**src/rtl/wb_regfile_if.sv**
```systemverilog
// Writeback-stage register file bus: WB strobes and fields in, read ports and
// SP/OUT state back. The register file sits on the slave modport.
interface wb_regfile_if #(
   parameter int WIDTH = 8
);
   logic             write_en;
   logic             sw1;
   logic             sw2;
   logic             sp_inc;
   logic             sp_dec;
   logic             ld_out;
   logic [1:0]       ra_wb;
   logic [1:0]       rb_wb;
   logic [WIDTH-1:0] wb_data;
   logic [WIDTH-1:0] in_port;
   logic [1:0]       rd_addr_a;
   logic [1:0]       rd_addr_b;
   logic [WIDTH-1:0] rd_data_a;
   logic [WIDTH-1:0] rd_data_b;
   logic [WIDTH-1:0] sp_value;
   logic [WIDTH-1:0] out_port;
   // out_valid is a valid-only strobe with no ready: it is high for the cycle
   // after out_port is loaded, and the consumer must take out_port that cycle.
   logic             out_valid;

   modport master (
      output write_en, sw1, sw2, sp_inc, sp_dec, ld_out,
      output ra_wb, rb_wb, wb_data, in_port, rd_addr_a, rd_addr_b,
      input  rd_data_a, rd_data_b, sp_value, out_port, out_valid
   );

   modport slave (
      input  write_en, sw1, sw2, sp_inc, sp_dec, ld_out,
      input  ra_wb, rb_wb, wb_data, in_port, rd_addr_a, rd_addr_b,
      output rd_data_a, rd_data_b, sp_value, out_port, out_valid
   );
endinterface

```
**src/rtl/wb_regfile.sv**
```systemverilog
// Four-entry register file with R3 as stack pointer, registered IN sample and
// OUT port. Define WB_RF_BYPASS_EN for write-through bypass on the read ports.
module wb_regfile #(
   parameter int               WIDTH    = 8,
   parameter logic [WIDTH-1:0] SP_RESET = 8'hFF
) (
   input  logic         clk,
   input  logic         rst_n,
   wb_regfile_if.slave  bus
);
   logic [WIDTH-1:0] regs_q [4];
   logic [WIDTH-1:0] regs_d [4];
   logic [WIDTH-1:0] in_q, in_d;
   logic [WIDTH-1:0] out_port_q, out_port_d;
   logic             out_valid_q, out_valid_d;

   logic [1:0]       dest;
   logic [WIDTH-1:0] wdata;
   logic [WIDTH-1:0] sp_next;
   logic [WIDTH-1:0] rd_a, rd_b;

   always_comb begin
      dest  = bus.sw1 ? bus.rb_wb : bus.ra_wb;
      wdata = bus.sw2 ? in_q : bus.wb_data;

      case ({bus.sp_inc, bus.sp_dec})
         2'b10:   sp_next = regs_q[3] + WIDTH'(1);
         2'b01:   sp_next = regs_q[3] - WIDTH'(1);
         default: sp_next = regs_q[3];
      endcase

      // SP step lands first so an explicit write to R3 overrides it.
      regs_d    = regs_q;
      regs_d[3] = sp_next;
      if (bus.write_en) begin
         regs_d[dest] = wdata;
      end

      in_d        = bus.in_port;
      out_port_d  = bus.ld_out ? regs_q[bus.rb_wb] : out_port_q;
      out_valid_d = bus.ld_out;
   end

`ifdef WB_RF_BYPASS_EN
   logic sp_active;

   always_comb begin
      sp_active = bus.sp_inc | bus.sp_dec;

      if (bus.write_en && (bus.rd_addr_a == dest)) begin
         rd_a = wdata;
      end else if ((bus.rd_addr_a == 2'd3) && sp_active) begin
         rd_a = sp_next;
      end else begin
         rd_a = regs_q[bus.rd_addr_a];
      end

      if (bus.write_en && (bus.rd_addr_b == dest)) begin
         rd_b = wdata;
      end else if ((bus.rd_addr_b == 2'd3) && sp_active) begin
         rd_b = sp_next;
      end else begin
         rd_b = regs_q[bus.rd_addr_b];
      end
   end
`else
   // Stored state only; decode must stall on a same-cycle WB register match.
   always_comb begin
      rd_a = regs_q[bus.rd_addr_a];
      rd_b = regs_q[bus.rd_addr_b];
   end
`endif

   always_ff @(posedge clk or negedge rst_n) begin
      if (!rst_n) begin
         regs_q[0]   <= '0;
         regs_q[1]   <= '0;
         regs_q[2]   <= '0;
         regs_q[3]   <= SP_RESET;
         in_q        <= '0;
         out_port_q  <= '0;
         out_valid_q <= 1'b0;
      end else begin
         regs_q      <= regs_d;
         in_q        <= in_d;
         out_port_q  <= out_port_d;
         out_valid_q <= out_valid_d;
      end
   end

   assign bus.rd_data_a = rd_a;
   assign bus.rd_data_b = rd_b;
   assign bus.sp_value  = regs_q[3];
   assign bus.out_port  = out_port_q;
   assign bus.out_valid = out_valid_q;
endmodule

```
**src/flat_wrapper.sv**
```systemverilog
// flat-port wrapper written by rule: the top's interface ports become plain ports
module wb_regfile_flat 
#(
   parameter int               WIDTH    = 8,
   parameter logic [WIDTH-1:0] SP_RESET = 8'hFF
)
  (clk, rst_n, bus_write_en, bus_sw1, bus_sw2, bus_sp_inc, bus_sp_dec, bus_ld_out, bus_ra_wb, bus_rb_wb, bus_wb_data, bus_in_port, bus_rd_addr_a, bus_rd_addr_b, bus_rd_data_a, bus_rd_data_b, bus_sp_value, bus_out_port, bus_out_valid);
  wb_regfile_if #(.WIDTH(WIDTH)) bus_i ();
  input  logic clk;
  input  logic rst_n;
  input wire logic [$bits(bus_i.write_en)-1:0] bus_write_en;
  input wire logic [$bits(bus_i.sw1)-1:0] bus_sw1;
  input wire logic [$bits(bus_i.sw2)-1:0] bus_sw2;
  input wire logic [$bits(bus_i.sp_inc)-1:0] bus_sp_inc;
  input wire logic [$bits(bus_i.sp_dec)-1:0] bus_sp_dec;
  input wire logic [$bits(bus_i.ld_out)-1:0] bus_ld_out;
  input wire logic [$bits(bus_i.ra_wb)-1:0] bus_ra_wb;
  input wire logic [$bits(bus_i.rb_wb)-1:0] bus_rb_wb;
  input wire logic [$bits(bus_i.wb_data)-1:0] bus_wb_data;
  input wire logic [$bits(bus_i.in_port)-1:0] bus_in_port;
  input wire logic [$bits(bus_i.rd_addr_a)-1:0] bus_rd_addr_a;
  input wire logic [$bits(bus_i.rd_addr_b)-1:0] bus_rd_addr_b;
  output wire logic [$bits(bus_i.rd_data_a)-1:0] bus_rd_data_a;
  output wire logic [$bits(bus_i.rd_data_b)-1:0] bus_rd_data_b;
  output wire logic [$bits(bus_i.sp_value)-1:0] bus_sp_value;
  output wire logic [$bits(bus_i.out_port)-1:0] bus_out_port;
  output wire logic [$bits(bus_i.out_valid)-1:0] bus_out_valid;
  assign bus_i.write_en = bus_write_en;
  assign bus_i.sw1 = bus_sw1;
  assign bus_i.sw2 = bus_sw2;
  assign bus_i.sp_inc = bus_sp_inc;
  assign bus_i.sp_dec = bus_sp_dec;
  assign bus_i.ld_out = bus_ld_out;
  assign bus_i.ra_wb = bus_ra_wb;
  assign bus_i.rb_wb = bus_rb_wb;
  assign bus_i.wb_data = bus_wb_data;
  assign bus_i.in_port = bus_in_port;
  assign bus_i.rd_addr_a = bus_rd_addr_a;
  assign bus_i.rd_addr_b = bus_rd_addr_b;
  assign bus_rd_data_a = bus_i.rd_data_a;
  assign bus_rd_data_b = bus_i.rd_data_b;
  assign bus_sp_value = bus_i.sp_value;
  assign bus_out_port = bus_i.out_port;
  assign bus_out_valid = bus_i.out_valid;
  wb_regfile #(.WIDTH(WIDTH), .SP_RESET(SP_RESET)) u_core (.clk(clk), .rst_n(rst_n), .bus(bus_i));
endmodule
```
**config.mk**
```make
export PLATFORM = sky130hd
export DESIGN_NAME = wb_regfile_flat
export DESIGN_NICKNAME = d
export VERILOG_FILES = /design/src/rtl/wb_regfile_if.sv /design/src/rtl/wb_regfile.sv /design/src/flat_wrapper.sv
export SDC_FILE = /design/constraint.sdc
export NUM_CORES = 1
export LEC_CHECK = 0
export ABC_AREA = 0
export BUFFER_PORTS_ARGS = -buffer_cell sky130_fd_sc_hd__buf_2
export CAP_MARGIN = 25
export CORE_ASPECT_RATIO = 1.75
export CORE_MARGIN = 5
export CORE_UTILIZATION = 45
export DETAILED_ROUTE_END_ITERATION = 10
export PLACE_DENSITY_LB_ADDON = 0.25
export SYNTH_ARGS = -nofsm -noshare
export SYNTH_HDL_FRONTEND = slang
export SYNTH_SLANG_ARGS = --single-unit
```
**constraint.sdc**
```tcl
create_clock -name clk -period 4.6 [get_ports clk]
set_input_delay 0.46 -clock clk [delete_from_list [all_inputs] [get_ports clk]]
set_output_delay 0.46 -clock clk [all_outputs]
set_load 0.005 [all_outputs]
```
==> results.json <==
{
  "firstDrtPassIters": 4,
  "multi_input_area_um2": 1510,
  "syn_avg_cell_area_um2": 11.9,
  "synth_cells": 249,
  "route.met2.wl_um": 3900,
  "mostFrequentLayoutCells": "buf_2, dfrtp_1, nand2_1",
  "slowest_delay_ns": 0.43,
  "routed-wl-met3_um": 308,
  "cts_setup_buffers": 0,
  "crit_path_end_kind": "register",
  "core-area_um2": 6490,
  "cp_cell_sequence": "buf_2 > inv_1 > ha_1 > xor2_1 > ha_1 > and3b_1 > o21ai_0 > nand4_1 > a211o_1 > o221ai_1",
  "start_util_pct": 45.5,
  "synth_edf_count": 0,
  "fin_crit_ns": 2.17,
  "required_ns": 4.81,
  "crit_path_max_fanout": 14,
  "ys_seq_area_share_pct": 41.8,
  "hold_class": "in2async",
  "yosys_warnings": 0,
  "fill_cells": 588,
  "die_w_um": 71.3,
  "fmax_mhz": 462,
  "drt-total-wl_um": 6800,
  "design_area_um2": 3350,
  "cpMaxStageDelayCell": "ha_1",
  "leakage_nw": 1.52,
  "grt_setup_unrepaired": "false",
  "final_common_cell": "buf_2",
  "seqCellArea_um2": 1240,
  "cts.sinks": 49,
  "wl_per_cell_um": 18.0,
  "gp_congestion": 0.819,
  "grt_pass1_vias": 2135,
  "synth_async_sr_flop_share_pct": 100,
  "ir_drop_mv": 0.203,
  "critical_path_buf_inv_count": 2,
  "grt_pass1_wl_um": 11300,
  "tns_ns": 0,
  "power_mw": 1.63,
  "ys_ff_latch": 49,
  "syn_nets": 284,
  "fin_crit_sh_pct": 47.1,
  "synthesis.area_um2": 2960,
  "yosysUniqueCellTypes": 51,
  "drc": 0,
  "pin_count": 65,
  "path_clk_slew_ns": 0.06,
  "critPathMostFrequentCell": "ha_1",
  "placed_cell_area_um2": 3200,
  "drtIter0Drc": 88,
  "grt_usage_pct": 17.7,
  "status": "completed",
  "arrival_ns": 2.37,
  "port_buffers": 64,
  "grt_max_degree": 50,
  "cts_resized": 0,
  "cts_tree": "done",
  "cts_made_buffers": 5,
  "finalClockSkew_ns": 0.00367,
  "clockRootBuffer": "clkbuf_16",
  "slew_viol_final": 0,
  "area_growth_pct": 13.3,
  "cts_hold_buf": 0,
  "postRouteAntennaNets": 0,
  "placementRows": 39,
  "antenna_found_initial": 0,
  "drive_gt1_share_pct": 40.0,
  "slew_headroom_pct": 52.1,
  "wl_met1_um": 2490,
  "nets": 329,
  "die_area_um2": 8350,
  "vias": 2124,
  "highest_layer": "met4",
  "setup_violations": 0,
  "die_y_um": 117,
  "startpoint_type": "primary input",
  "antenna_cells": 0,
  "h-tree-depth": 2,
  "vias_per_cell": 5.63,
  "insertion_delay_ns": 0.29,
  "place_hpwl_um": 5080,
  "clock_path_buffers": 2,
  "cpLargestDelayFamily": "adder cells",
  "cap_violations": 0,
  "tightest_slew_ns": 0.719,
  "hold_violations": 0,
  "synth_ff_type": "dfrtp_1",
  "power_per_cell_area_nw_per_um2": 485,
  "overflow": 0,
  "path_class": "in2reg"
}
## layout make-up
type | count | share of cell area (%)
timing repair buffer | 66 | 10.0
clock inverter | 2 | 0.299
clock buffer | 6 | 3.85
inverter | 6 | 0.673
sequential | 49 | 36.9
tap | 82 | 3.06
multi-input combinational | 166 | 45.2
## through the flow
stage | std cells | setup WS, ns | hold WS (ns) | utilization (%)
global route | 377 | 2.29 | 0.260 | 51.6
finish | 377 | 2.43 | 0.264 | 51.6
CTS | 376 | 2.44 | 0.265 | 51.5
global placement | 368 | 2.21 | 0.486 | 49.3
floorplan | 249 | 2.47 | 0.164 | -
detailed placement | 368 | 2.14 | 0.495 | 49.3
## report_power, final
group / internal [mW] / switching (mW) / total [mW]
clock: 0.200 / 0.153 / 0.352
combinational: 0.312 / 0.222 / 0.534
sequential: 0.572 / 0.168 / 0.739
## path summary, 6_finish.rpt
path | from | endpoint | slack, ns | cells past startpoint
worst max-delay path | bus_sp_inc | u_core.bus.sp_value[6] | 2.43 | 10
worst min-delay path | rst_n | u_core.in_q[1] | 0.26 | 2
worst max register to register | u_core.bus.sp_value[1] | u_core.bus.sp_value[6] | 2.53 | 7
worst min register to register | u_core.bus.out_port[1] | u_core.bus.out_port[1] | 0.51 | 1
max in group asynchronous | rst_n | u_core.regs_q[13] | 3.91 | 2
min in group clk | bus_in_port[0] | u_core.in_q[0] | 0.27 | 1
## synth_stat cells, types with 2 or more instances
master	count	share of area [%]
a21oi_1	3	0.51
a311oi_1	2	0.59
a31oi_1	2	0.42
and3b_1	2	0.59
buf_1	3	0.38
buf_2	6	1.0
buf_4	13	3.3
buf_6	3	1.1
clkbuf_1	3	0.38
dfrtp_1	41	35
dfstp_2	8	7.1
ha_1	3	1.3
inv_1	6	0.76
mux2_2	9	3.4
mux2i_1	12	4.1
mux4_1	3	2.7
mux4_2	21	16
nand2_1	33	4.2
nand2b_1	2	0.42
nand3_1	2	0.34
nand4_1	4	0.85
nor2_1	5	0.64
nor3b_1	2	0.51
o21ai_0	28	4.7
xnor2_1	5	1.5
xor2_1	3	0.89
## registers in the layout, summed over array words and instances (netlist names)
register	count
u_core.bus.out_valid	1
u_core.regs_q	24
u_core.bus.sp_value	8
u_core.bus.out_port	8
u_core.in_q	8
## cells by family (layout without fill, tap and decap cells)
family | after synthesis | count (layout) | share of synthesized area (%)
adders and majority gates | 3 | 3 | 1.27
buffers and inverters | 34 | 80 | 6.99
and+or+nand+nor | 58 | 58 | 9.78
muxes | 45 | 45 | 26.2
DFF | 49 | 49 | 41.8
xor gates and xnor gates | 8 | 8 | 2.37
AOI/OAI and AO/OA | 52 | 52 | 11.6
## metal layers
| layer | vias to the layer above | GRT usage, % |
|---|---|---|
| met2 | 49 | 33.0 |
| met4 | 0 | 7.03 |
| met3 | 7 | 3.08 |
| met5 | - | 0 |
| li1 | 1012 | - |
| met1 | 1056 | 19.8 |
(Power assumes the default switching activity.)
